===== config.mk =====
export PLATFORM = sky130hd
export DESIGN_NAME = load_store_unit
export DESIGN_NICKNAME = d
export VERILOG_FILES = /design/src/rtl/load_store_unit.sv
export SDC_FILE = /design/constraint.sdc
export NUM_CORES = 1
export LEC_CHECK = 0
export CAP_MARGIN = 20
export CORE_MARGIN = 10
export CORE_UTILIZATION = 38
export CTS_BUF_LIST = sky130_fd_sc_hd__clkbuf_8
export DETAILED_ROUTE_END_ITERATION = 7
export PLACE_DENSITY_LB_ADDON = 0.15
export SYNTH_ARGS = -nofsm -noshare
export SYNTH_HDL_FRONTEND = slang
export SYNTH_SLANG_ARGS = --single-unit

===== constraint.sdc =====
create_clock -name clk -period 3.1 [get_ports clk]
set_clock_uncertainty 0.05 [all_clocks]
set_input_delay 0.465 -clock clk [delete_from_list [all_inputs] [get_ports clk]]
set_output_delay 0.465 -clock clk [all_outputs]
set_load 0.005 [all_outputs]

===== src/rtl/load_store_unit.sv =====
// load_store_unit: handshaked memory port for the multicycle core.
// Accepts one load or store request and issues an aligned bus access with byte
// strobes and lane-shifted store data. Load data is extracted and sign- or
// zero-extended. Misaligned addresses and bus timeouts are reported with the
// one-cycle response pulse.
// Optional feature: define LSU_MISALIGNED_SPLIT_EN to run misaligned accesses
// on the bus, splitting word-crossing ones into two beats.
//
// state   | meaning
// IDLE    | waiting for a request, o_req_ready high
// ACCESS  | first (or only) bus beat, waiting for i_mem_ready or timeout
// ACCESS2 | second beat of a word-crossing access (split build only)
// RESP    | one-cycle completion pulse
module load_store_unit #(
    parameter int XLEN           = 64,
    parameter int ADDR_WIDTH     = 64,
    parameter int TIMEOUT_CYCLES = 255
) (
    input  logic                  clk,
    input  logic                  rst,
    input  logic                  i_req_valid,
    output logic                  o_req_ready,
    input  logic                  i_req_write,
    input  logic [2:0]            i_func_3,
    input  logic [ADDR_WIDTH-1:0] i_addr,
    input  logic [XLEN-1:0]       i_wdata,
    output logic                  o_resp_valid,
    output logic [XLEN-1:0]       o_rdata,
    output logic                  o_misaligned,
    output logic                  o_bus_err,
    output logic                  o_mem_valid,
    input  logic                  i_mem_ready,
    output logic                  o_mem_write,
    output logic [ADDR_WIDTH-1:0] o_mem_addr,
    output logic [XLEN/8-1:0]     o_mem_strb,
    output logic [XLEN-1:0]       o_mem_wdata,
    input  logic [XLEN-1:0]       i_mem_rdata
);

    localparam int STRB_W = XLEN / 8;
    localparam int OFF_W  = $clog2(STRB_W);

`ifdef LSU_MISALIGNED_SPLIT_EN
    typedef enum logic [1:0] {S_IDLE, S_ACCESS, S_ACCESS2, S_RESP} state_t;
`else
    typedef enum logic [1:0] {S_IDLE, S_ACCESS, S_RESP} state_t;
`endif

    state_t                  state_q, state_d;
    logic [15:0]             cnt_q;
    logic                    write_q;
    logic [2:0]              func3_q;
    logic [OFF_W-1:0]        off_q;
    logic [ADDR_WIDTH-1:0]   addr_q;
    logic [STRB_W-1:0]       strb_q;
    logic [XLEN-1:0]         wdata_q;
    logic [XLEN-1:0]         rdata_q;
    logic                    mis_q;
    logic                    err_q;

    logic                    accept;
    logic                    timeout_hit;
    logic                    mis_n;
    logic [STRB_W-1:0]       byte_mask;
    logic [XLEN-1:0]         wdata_m;
    logic [XLEN-1:0]         load_shift;
    int                      nbytes;

`ifdef LSU_MISALIGNED_SPLIT_EN
    logic                    two_q;
    logic [STRB_W-1:0]       strb2_q;
    logic [XLEN-1:0]         wdata2_q;
    logic [XLEN-1:0]         lo_q;
    logic [2*STRB_W-1:0]     strb_w;
    logic [2*XLEN-1:0]       wdata_w;
    logic [2*XLEN-1:0]       merged;
`else
    logic [STRB_W-1:0]       strb_n;
    logic [XLEN-1:0]         wdata_n;
`endif

    // Truncate to the access size, then sign- or zero-extend to XLEN.
    function automatic logic [XLEN-1:0] extend_load(input logic [XLEN-1:0] v,
                                                    input logic [2:0]      f);
        logic [XLEN-1:0] m;
        logic            s;
        int              nb;
        nb = 1 << int'(f[1:0]);
        for (int i = 0; i < XLEN; i++) m[i] = (i < 8 * nb);
        s = v[8*nb-1];
        return f[2] ? (v & m) : ((v & m) | ({XLEN{s}} & ~m));
    endfunction

    assign accept      = i_req_valid && o_req_ready;
    assign timeout_hit = (cnt_q == 16'(TIMEOUT_CYCLES - 1));

    // Request decode: size mask, misalignment and lane placement of store data.
    always_comb begin
        nbytes    = 1 << int'(i_func_3[1:0]);
        byte_mask = '0;
        wdata_m   = '0;
        for (int b = 0; b < STRB_W; b++) byte_mask[b] = (b < nbytes);
        for (int i = 0; i < XLEN; i++) wdata_m[i] = i_wdata[i] & byte_mask[i/8];
`ifdef LSU_MISALIGNED_SPLIT_EN
        mis_n   = (i_func_3[1:0] == 2'd3) && (XLEN == 32);
        strb_w  = {{STRB_W{1'b0}}, byte_mask} << i_addr[OFF_W-1:0];
        wdata_w = {{XLEN{1'b0}}, wdata_m} << {i_addr[OFF_W-1:0], 3'b000};
        merged  = ((state_q == S_ACCESS2) ? {i_mem_rdata, lo_q} : {{XLEN{1'b0}}, i_mem_rdata})
                  >> {off_q, 3'b000};
        load_shift = merged[XLEN-1:0];
`else
        mis_n   = ((i_func_3[1:0] == 2'd3) && (XLEN == 32)) ||
                  ((i_addr[OFF_W-1:0] & OFF_W'(nbytes - 1)) != '0);
        strb_n  = byte_mask << i_addr[OFF_W-1:0];
        wdata_n = wdata_m << {i_addr[OFF_W-1:0], 3'b000};
        load_shift = i_mem_rdata >> {off_q, 3'b000};
`endif
    end

    // State register.
    always_ff @(posedge clk) begin
        if (rst) state_q <= S_IDLE;
        else     state_q <= state_d;
    end

    // Next-state logic.
    always_comb begin
        state_d = state_q;
        case (state_q)
            S_IDLE:   if (accept) state_d = mis_n ? S_RESP : S_ACCESS;
            S_ACCESS: begin
                if (i_mem_ready) begin
`ifdef LSU_MISALIGNED_SPLIT_EN
                    state_d = two_q ? S_ACCESS2 : S_RESP;
`else
                    state_d = S_RESP;
`endif
                end else if (timeout_hit) begin
                    state_d = S_RESP;
                end
            end
`ifdef LSU_MISALIGNED_SPLIT_EN
            S_ACCESS2: if (i_mem_ready || timeout_hit) state_d = S_RESP;
`endif
            S_RESP:   state_d = S_IDLE;
            default:  state_d = S_IDLE;
        endcase
    end

    // Request capture, beat sequencing, timeout counting and load capture.
    always_ff @(posedge clk) begin
        if (rst) begin
            cnt_q <= '0; write_q <= 1'b0; func3_q <= '0; off_q <= '0;
            addr_q <= '0; strb_q <= '0; wdata_q <= '0; rdata_q <= '0;
            mis_q <= 1'b0; err_q <= 1'b0;
`ifdef LSU_MISALIGNED_SPLIT_EN
            two_q <= 1'b0; strb2_q <= '0; wdata2_q <= '0; lo_q <= '0;
`endif
        end else begin
            case (state_q)
                S_IDLE: if (accept) begin
                    cnt_q   <= '0;
                    write_q <= i_req_write;
                    func3_q <= i_func_3;
                    off_q   <= i_addr[OFF_W-1:0];
                    addr_q  <= {i_addr[ADDR_WIDTH-1:OFF_W], {OFF_W{1'b0}}};
                    rdata_q <= '0;
                    mis_q   <= mis_n;
                    err_q   <= 1'b0;
`ifdef LSU_MISALIGNED_SPLIT_EN
                    strb_q   <= strb_w[STRB_W-1:0];
                    wdata_q  <= wdata_w[XLEN-1:0];
                    strb2_q  <= strb_w[2*STRB_W-1:STRB_W];
                    wdata2_q <= wdata_w[2*XLEN-1:XLEN];
                    two_q    <= |strb_w[2*STRB_W-1:STRB_W];
`else
                    strb_q  <= strb_n;
                    wdata_q <= wdata_n;
`endif
                end
                S_ACCESS: begin
                    if (i_mem_ready) begin
`ifdef LSU_MISALIGNED_SPLIT_EN
                        if (two_q) begin
                            lo_q    <= i_mem_rdata;
                            addr_q  <= addr_q + ADDR_WIDTH'(STRB_W);
                            strb_q  <= strb2_q;
                            wdata_q <= wdata2_q;
                            cnt_q   <= '0;
                        end else if (!write_q) begin
                            rdata_q <= extend_load(load_shift, func3_q);
                        end
`else
                        if (!write_q) rdata_q <= extend_load(load_shift, func3_q);
`endif
                    end else begin
                        cnt_q <= cnt_q + 16'd1;
                        if (timeout_hit) err_q <= 1'b1;
                    end
                end
`ifdef LSU_MISALIGNED_SPLIT_EN
                S_ACCESS2: begin
                    if (i_mem_ready) begin
                        if (!write_q) rdata_q <= extend_load(load_shift, func3_q);
                    end else begin
                        cnt_q <= cnt_q + 16'd1;
                        if (timeout_hit) err_q <= 1'b1;
                    end
                end
`endif
                default: ;
            endcase
        end
    end

    // Outputs are gated so nothing but zeros leaves the unit outside its phase.
    always_comb begin
        o_req_ready  = (state_q == S_IDLE) && !rst;
`ifdef LSU_MISALIGNED_SPLIT_EN
        o_mem_valid  = (state_q == S_ACCESS) || (state_q == S_ACCESS2);
`else
        o_mem_valid  = (state_q == S_ACCESS);
`endif
        o_mem_write  = o_mem_valid && write_q;
        o_mem_addr   = o_mem_valid ? addr_q  : '0;
        o_mem_strb   = o_mem_valid ? strb_q  : '0;
        o_mem_wdata  = o_mem_valid ? wdata_q : '0;
        o_resp_valid = (state_q == S_RESP);
        o_rdata      = o_resp_valid ? rdata_q : '0;
        o_misaligned = o_resp_valid && mis_q;
        o_bus_err    = o_resp_valid && err_q;
    end

endmodule


=== Yosys cells after proc, flatten, opt, wreduce, memory -nomap -nowiden ===
Index checks and enable logic that the tools add are counted.

* $add $sub $neg: 3
* Order comparisons: 73
* Equality and inequality tests: 9
* Shifts and indexed selects: 5
* Multiplexer cells: 24
* Bitwise gates (word level): 69
* Reduce and logical (&&, ||, !) cells: 14

{| class="wikitable"
|+ Operator list
! cell !! count
|-
| $lt 7x32->1 const A || 32
|-
| $lt 6x32->1 const A || 16
|-
| $mux 64 || 7
|-
| $lt 4x32->1 const A || 8
|-
| $lt 5x32->1 const A || 8
|-
| $and 64x64->64 || 2
|-
| $lt 3x32->1 const A || 4
|-
| $pmux 64 s2 || 1
|-
| $and 1x1->1 || 64
|-
| $lt 1x32->1 const A || 2
|-
| $lt 2x32->1 const A || 2
|-
| $not 64->64 || 1
|-
| $or 64x64->64 || 1
|-
| $shl 64x6->64 || 1
|-
| $shr 64x6->64 || 1
|-
| $lt 32x8->1 const B || 1
|-
| $mux 16 || 2
|-
| $pmux 16 s2 || 1
|-
| $shl 1x2->32 const A || 1
|-
| $sub 32x2->32 const B || 1
|-
| $shl 1x2->29 const A || 1
|-
| $add 16x1->16 const B || 1
|-
| $eq 16x8->1 const B || 1
|-
| $mux 2 || 4
|-
| other kinds (21) || 34
|}

* Register bits: 224
* Input bits: 200
* Output and inout port bits: 206
* Logic and storage cells: 208

=== Longest topological paths before layout ===
Gate-level depths: netlist (run 1).

* Depth after elaboration: 11
* Mapped depth: 11

=== Worst setup path before layout (run 1) ===
No wires, ideal clock.

* Path type: reg-to-reg
* Start point: register func3_q[1]
* End point: register rdata_q[23]
* Library setup time: 0.070 ns
* Data arrival time: 2.322 ns
* Required time: 2.980 ns
* Path slack: 0.657 ns
* Cell stages (with the launch flop): 12
* Cells stage by stage: dfxtp_1 > clkbuf_1 > inv_1 > nand2_1 > inv_1 > ha_1 > nor2_1 > a31oi_1 > a311oi_1 > nand2_1 > or3_1 > a21oi_1

* Word-level cells in the longest chain between the ends: 11

{| class="wikitable"
|+ RTL lines
! item !! line !! source
|-
| from (decl) || 52 || <nowiki>logic [2:0] func3_q;</nowiki>
|-
| from (signal assigned) || 164 || <nowiki>func3_q <= i_func_3;</nowiki>
|-
| $shl 1x2->29 * || 88 || <nowiki>nb = 1 << int'(f[1:0]);</nowiki>
|-
| $sub 32x2->32 || 90 || <nowiki>s = v[8*nb-1];</nowiki>
|-
| $bmux 1 s6 || 90 ||
|-
| $mux 1 (not written as such) (2 in a row) || 90 ||
|-
| $and 64x64->64 || 91 || <nowiki>return f[2] ? (v & m) : ((v & m) | ({XLEN{s}} & ~m));</nowiki>
|-
| $or 64x64->64 || 91 ||
|-
| $mux 64 * || 91 ||
|-
| $mux 64 * || 194 || <nowiki>if (!write_q) rdata_q <= extend_load(load_shift, func3_q);</nowiki>
|-
| $mux 64 * || 182 || <nowiki>if (i_mem_ready) begin</nowiki>
|-
| $pmux 64 s2 * || 160 || <nowiki>case (state_q)</nowiki>
|-
| to (signal assigned) || 194 ||
|-
| to (decl) || 57 || <nowiki>logic [XLEN-1:0] rdata_q;</nowiki>
|}

Mark *: on every way between the ends. The rest lies on a longest branch, timed or not. The select of a mux whose other input is x is not followed.
A chain may end at the register's enable or synchronous reset.

=== Final worst setup path (run 1) ===
* Start point: register state_q[1]
* End point: output port o_rdata[31]

* Word-level cells in the longest chain between the ends: 2

{| class="wikitable"
|+ RTL lines
! item !! line !! source
|-
| from (decl) || 49 || <nowiki>state_t state_q, state_d;</nowiki>
|-
| from (signal assigned) || 123 || <nowiki>else state_q <= state_d;</nowiki>
|-
| $eq 2x2->1 || 228 || <nowiki>o_resp_valid = (state_q == S_RESP);</nowiki>
|-
| $mux 64 || 229 || <nowiki>o_rdata = o_resp_valid ? rdata_q : '0;</nowiki>
|-
| to (decl) || 28 || <nowiki>output logic [XLEN-1:0] o_rdata,</nowiki>
|}

Every way passes these cells.

==> results of run 1 <==
[state kept, by name, summed over array words and instances (netlist names), 2 cells and up]
| register | cells |
|---|---|
| state_q | 2 |
| cnt_q | 16 |
| rdata_q | 64 |
| strb_q | 8 |
| wdata_q | 64 |
| func3_q | 3 |
| off_q | 3 |
| addr_q | 61 |
[through the flow]
stage	area [sq um]	hold slack (ps)	util	instances	worst slack [ps]
CTS	18300	111	0.544	2474	47.3
global placement	17400	377	0.519	2398	288
global route	18300	128	0.544	2478	10.2
detailed placement	17400	382	0.519	2398	263
floorplan	13000	367	-	1648	657
finish	18300	148	0.544	2478	143
[power by group through the flow]
stage | registers [mW] | clock network, mW | logic (mW)
floorplan | 3.19 | 0 | 1.23
global placement | 3.26 | 0 | 2.05
detailed placement | 3.26 | 0 | 2.06
CTS | 3.21 | 3.01 | 2.07
global route | 3.23 | 3.15 | 2.26
finish | 3.21 | 2.93 | 2.08
[metal layers]
metal	wire, um	vias to the layer above
met1	22200	6363
met2	24600	598
met3	4220	107
met5	0	-
li1	-	6510
met4	1830	0
[how the worst min path moves through the flow]
stage                                    to  slack (ps)
finish              state_q[1]$_SDFFE_PP0P_         150
global route        state_q[1]$_SDFFE_PP0P_         130
CTS                 state_q[1]$_SDFFE_PP0P_         110
detailed placement       mis_q$_SDFFE_PP0P_         380
global placement         mis_q$_SDFFE_PP0P_         380
floorplan            strb_q[3]$_SDFFE_PP0P_         370
[worst max-delay path: cells and delay by family (launching register included)]
family,cells,cell delay [ps]
buf+inv,2,770
flops,1,610
simple gates,2,500
[area by class of cell]
cell class              count  area [sq um]  share of cell area
multi-input cells        1258          7830               0.428
repair buffers            457          4510               0.247
flip-flops and latches    224          4490               0.245
clock buffers              52           716              0.0391
well taps                 448           561              0.0306
clock inverters            24           141             0.00773
inverters                  11          41.3             0.00226
diodes                      4          10.0            0.000547
[cell usage after synthesis (11+ instances only)]
cell type / n / area share
nand2_1: 258 / 0.075
mux2_2: 26 / 0.023
inv_1: 11 / 0.0032
and2_1: 203 / 0.098
a222oi_1: 15 / 0.012
o21ai_0: 67 / 0.026
a211oi_1: 60 / 0.035
a211o_1: 15 / 0.010
buf_2: 19 / 0.0073
dfxtp_1: 224 / 0.35
mux2i_1: 56 / 0.043
clkbuf_1: 112 / 0.032
nand3b_1: 73 / 0.042
a22o_1: 27 / 0.018
a21oi_1: 134 / 0.052
nand3_1: 28 / 0.011
buf_1: 14 / 0.0040
nor2_1: 92 / 0.027
nor2b_1: 17 / 0.0082
a22oi_1: 35 / 0.020
[cells by family (layout without fill, tap and decap cells)]
| family | count (synthesis) | after routing | share of synthesized area |
|---|---|---|---|
| simple gates | 728 | 728 | 0.291 |
| xor+xnor | 7 | 7 | 0.00472 |
| flops | 224 | 224 | 0.346 |
| compound gates | 424 | 424 | 0.218 |
| other cells | 1 | 7 | 0.000289 |
| fa+ha+maj | 5 | 5 | 0.00463 |
| mux | 91 | 91 | 0.0814 |
| buf+inv | 166 | 544 | 0.0542 |
==> flow_summary.ini, run 1 <==
[sta]
tns_ps = 0
max_freq_mhz = 338
worst_slew_pin_slew_ps = 902
hold_viol_final = 0
setup_viol = 0
period_share = 0.954
drv_slew = 0
rsz0062_at_grt = false
slew_headroom = 0.399
post-route-min-period_ps = 2960

[critical_path]
setup.worst_path.end_class = output pin
reg2reg_slack_ps = 560
crit_chain = nor2b_4, buf_12, and2_1, clkdlybuf4s50_1
arrival_ps = 2440
startpoint_type = flip-flop
crit_path_start = state_q[1]$_SDFFE_PP0P_
cp_max_fo = 67
critPathCapture = o_rdata[31]
crit_required_ps = 2580
reg2reg_depth = 8
r2r_end = rdata_q[9]$_SDFFE_PP0P_
r2r_start = off_q[1]$_SDFFE_PP0P_
cp_slowest_cell = dfxtp_1
crit_type = flip-flop to output pin
cp_slowest_stage_delay_ps = 610

[floorplanning]
die_y_um = 205
dieArea_sq_um = 41900
core-area_sq_um = 33600
row_count = 67
fp.dieW_um = 205
floorplan.initialDensity = 0.386
io_pins = 406

[cts]
clk_pin_slew_ps = 60
cts_buffers = 42
cts_resized = 0
cts_root_buf = clkbuf_8
cts.path.max_buffers = 3
clock_latency_ps = 550
cts_hold_buf = 0
clock-sinks = 224
postCtsSetupBuffers = 0
htreeDepth = 2
cts_tree = built

[global_route]
use_met2 = 0.384
use_met3 = 0.0528
grtUsageTotal = 0.239
antenna_found_initial = 4
grt_first_pass_wirelength_um = 79800
met1_usage = 0.307
grt_pass1_vias = 13300
grt-ovfl-total = 0
grt_max_degree = 91
grt-busiest-layer = met2

[cells_and_area]
syn_to_final_growth_pct = 41.0
drive_gt1_frac = 0.0884
layout_common_cells = clkdlybuf4s50_1, nand2_1, dfxtp_1
final_common_cell = clkdlybuf4s50_1
n_fill_cell = 3102
nNetsFinal = 2198

[synth]
syn_area_sq_um = 13000
synthArstFlopShare = 0
ys_ff_latch = 224
synth_edf_count = 0
synthCells = 1646
ys_seq_area_frac = 0.346
synthDistinctLibCells = 70
syn_area_per_cell_sq_um = 7.88
yosysWarnings = 0
dominantRegCellSynth = dfxtp_1

[drt]
drt_iter0_markers = 1229
vias = 13600
avgViaCountPerCell = 5.48
firstDrtPassIters = 7
ant_nets = 0
routed_wl_um = 52900
wl_per_cell_um = 21.3
drc = 0

[power_and_ir_drop]
ir_drop_uv = 319
combPwrFrac = 0.253
p_int_mw = 5.59
powerDensity_nw_per_um2 = 449
p_clk_frac = 0.356
p_sw_mw = 2.64
p_sw_frac = 0.321
p_leak_nw = 6.90
power_frac_seq = 0.390
finalPower_mw = 8.22

[worst_hold_path]
min_path_type = input port to flip-flop
hold_depth = 2
hold_start = rst

[flow_run]
drv_cap = 0

[placement]
place_congestion = 0.948
dp_hpwl_um = 39400
io_buffers = 402

[status]
outcome = finished clean
No activity file was read; power rests on OpenSTA's default activity.
==> run 2: changes to the inputs <==
- DONT_BUFFER_PORTS: default -> 1
- PLACE_DENSITY_LB_ADDON: 0.15 -> default
==> flow_summary.ini, run 2 (same netlist as run 1, synthesis figures left out) <==
[status]
outcome = finished clean

[drt]
met3_length_um = 5240
avgViaCountPerCell = 5.80
ant_nets = 0
vias = 12500
firstDrtPassIters = 8
drt_iter0_markers = 1166
routed_wl_um = 50000
wl_per_cell_um = 23.3
wl_met2_um = 23100
drt-met1-wl_um = 19900
top_layer = met4
drc = 0

[cts]
cts.path.max_buffers = 3
clock-sinks = 224
cts_resized = 0
cts_buffers = 43
cts_root_buf = clkbuf_8
htreeDepth = 2
clk_pin_slew_ps = 60
clock_latency_ps = 560
cts_tree = built

[floorplanning]
fp.dieW_um = 205
row_count = 67
dieArea_sq_um = 41900
die_y_um = 205
core-area_sq_um = 33600
floorplan.initialDensity = 0.386
io_pins = 406

[sta]
hold_viol_final = 0
worst_slew_pin_slew_ps = 820
drv_slew = 0
max_freq_mhz = 371
slew_headroom = 0.453
layout_setup_ws_ps = 401
tns_ps = 0
setup_viol = 0
post-route-min-period_ps = 2700
period_share = 0.870
rsz0062_at_grt = false

[critical_path]
reg2reg_slack_ps = 410
startpoint_type = flip-flop
reg2reg_depth = 10
r2r_start = func3_q[1]$_SDFFE_PP0P_
crit_type = flip-flop to output pin
cp_max_fo = 135
setup.worst_path.end_class = output pin
crit_required_ps = 2580
arrival_ps = 2180
r2r_end = rdata_q[49]$_SDFFE_PP0P_

[cells_and_area]
drive_gt1_frac = 0.0866
nNetsFinal = 1867
reg.largest.list = rdata_q (64), wdata_q (64), addr_q (61)
syn_to_final_growth_pct = 16.7
n_fill_cell = 3317
layout_common_cells = nand2_1, dfxtp_1, and2_1
final_common_cell = nand2_1
post-route-cell-area_sq_um = 15100
fin_cells = 2150

[worst_hold_path]
hold_depth = 2
hold_end = func3_q[0]$_SDFFE_PP0P_
hold_start = i_func_3[0]
min_path_type = input port to flip-flop

[placement]
place_worst_setup_slack_ps = 511
io_buffers = 0
place_congestion = 0.908
dp_hpwl_um = 34600
dpl_cell_area_sq_um = 13100
dpl.cell_count = 1965

[global_route]
grt_pass1_vias = 11900
antenna_found_initial = 3
grt_max_degree = 136
grt_first_pass_wirelength_um = 74100
grtUsageTotal = 0.224
grt-ovfl-total = 0

[power_and_ir_drop]
p_leak_nw = 5.79
powerDensity_nw_per_um2 = 536
ir_drop_uv = 257

[flow_run]
drv_cap = 0
## run 2: area by class of cell
type	count	area, sq um	area share
Timing Repair Buffer	125	1260	0.0831
Antenna cell	5	12.5	0.000826
Inverter	11	41.3	0.00273
Multi-Input combinational cell	1258	7830	0.517
Sequential cell	224	4490	0.296
Tap cell	448	561	0.0370
Clock inverter	26	223	0.0147
Clock buffer	53	729	0.0482
## run 2: metal layers
layer,vias up,track usage
met2,583,0.359
met4,0,0.0883
met1,5930,0.271
met5,-,0
li1,5853,-
met3,98,0.0741
## run 2: critical path: stages, from the launching register on
cell     delay [ps]
dfxtp_1         590
nor2b_4         290
buf_12          350
and2_1          290
## run 2: where the power goes
group	switching [mW]	leakage (nW)	internal (mW)
logic	1.03	3.43	0.655
clock network	1.34	0.536	1.89
registers	0.136	1.82	3.07
total	2.50	5.79	5.61
## run 2: per-stage QoR
stage	hold WS (ps)	util	power [mW]
after floorplan	367	-	4.43
after global placement	381	0.391	4.74
after detailed placement	388	0.391	4.76
after CTS	0.270	0.450	8.16
after global routing	23.4	0.450	8.48
final	28.2	0.450	8.11
## run 2: worst max-delay path by stage
| stage | depth (start not counted) | to | startpoint |
|---|---|---|---|
| after floorplan | 11 | rdata_q[23]$_SDFFE_PP0P_ | func3_q[1]$_SDFFE_PP0P_ |
| after global placement | 7 | rdata_q[57]$_SDFFE_PP0P_ | off_q[0]$_SDFFE_PP0P_ |
| after detailed placement | 10 | rdata_q[47]$_SDFFE_PP0P_ | func3_q[1]$_SDFFE_PP0P_ |
| after CTS | 3 | o_mem_strb[0] | state_q[0]$_SDFFE_PP0P_ |
| after global routing | 3 | o_mem_addr[12] | state_q[0]$_SDFFE_PP0P_ |
| final | 3 | o_mem_addr[57] | state_q[0]$_SDFFE_PP0P_ |
## run 2: what timing repair did
action | in CTS | in global routing
buffers inserted | 0 | 0
endpoints found under the setup margin | 0 | 0
hold buffers | 101 | 0
hold endpoints to repair | 174 | 0
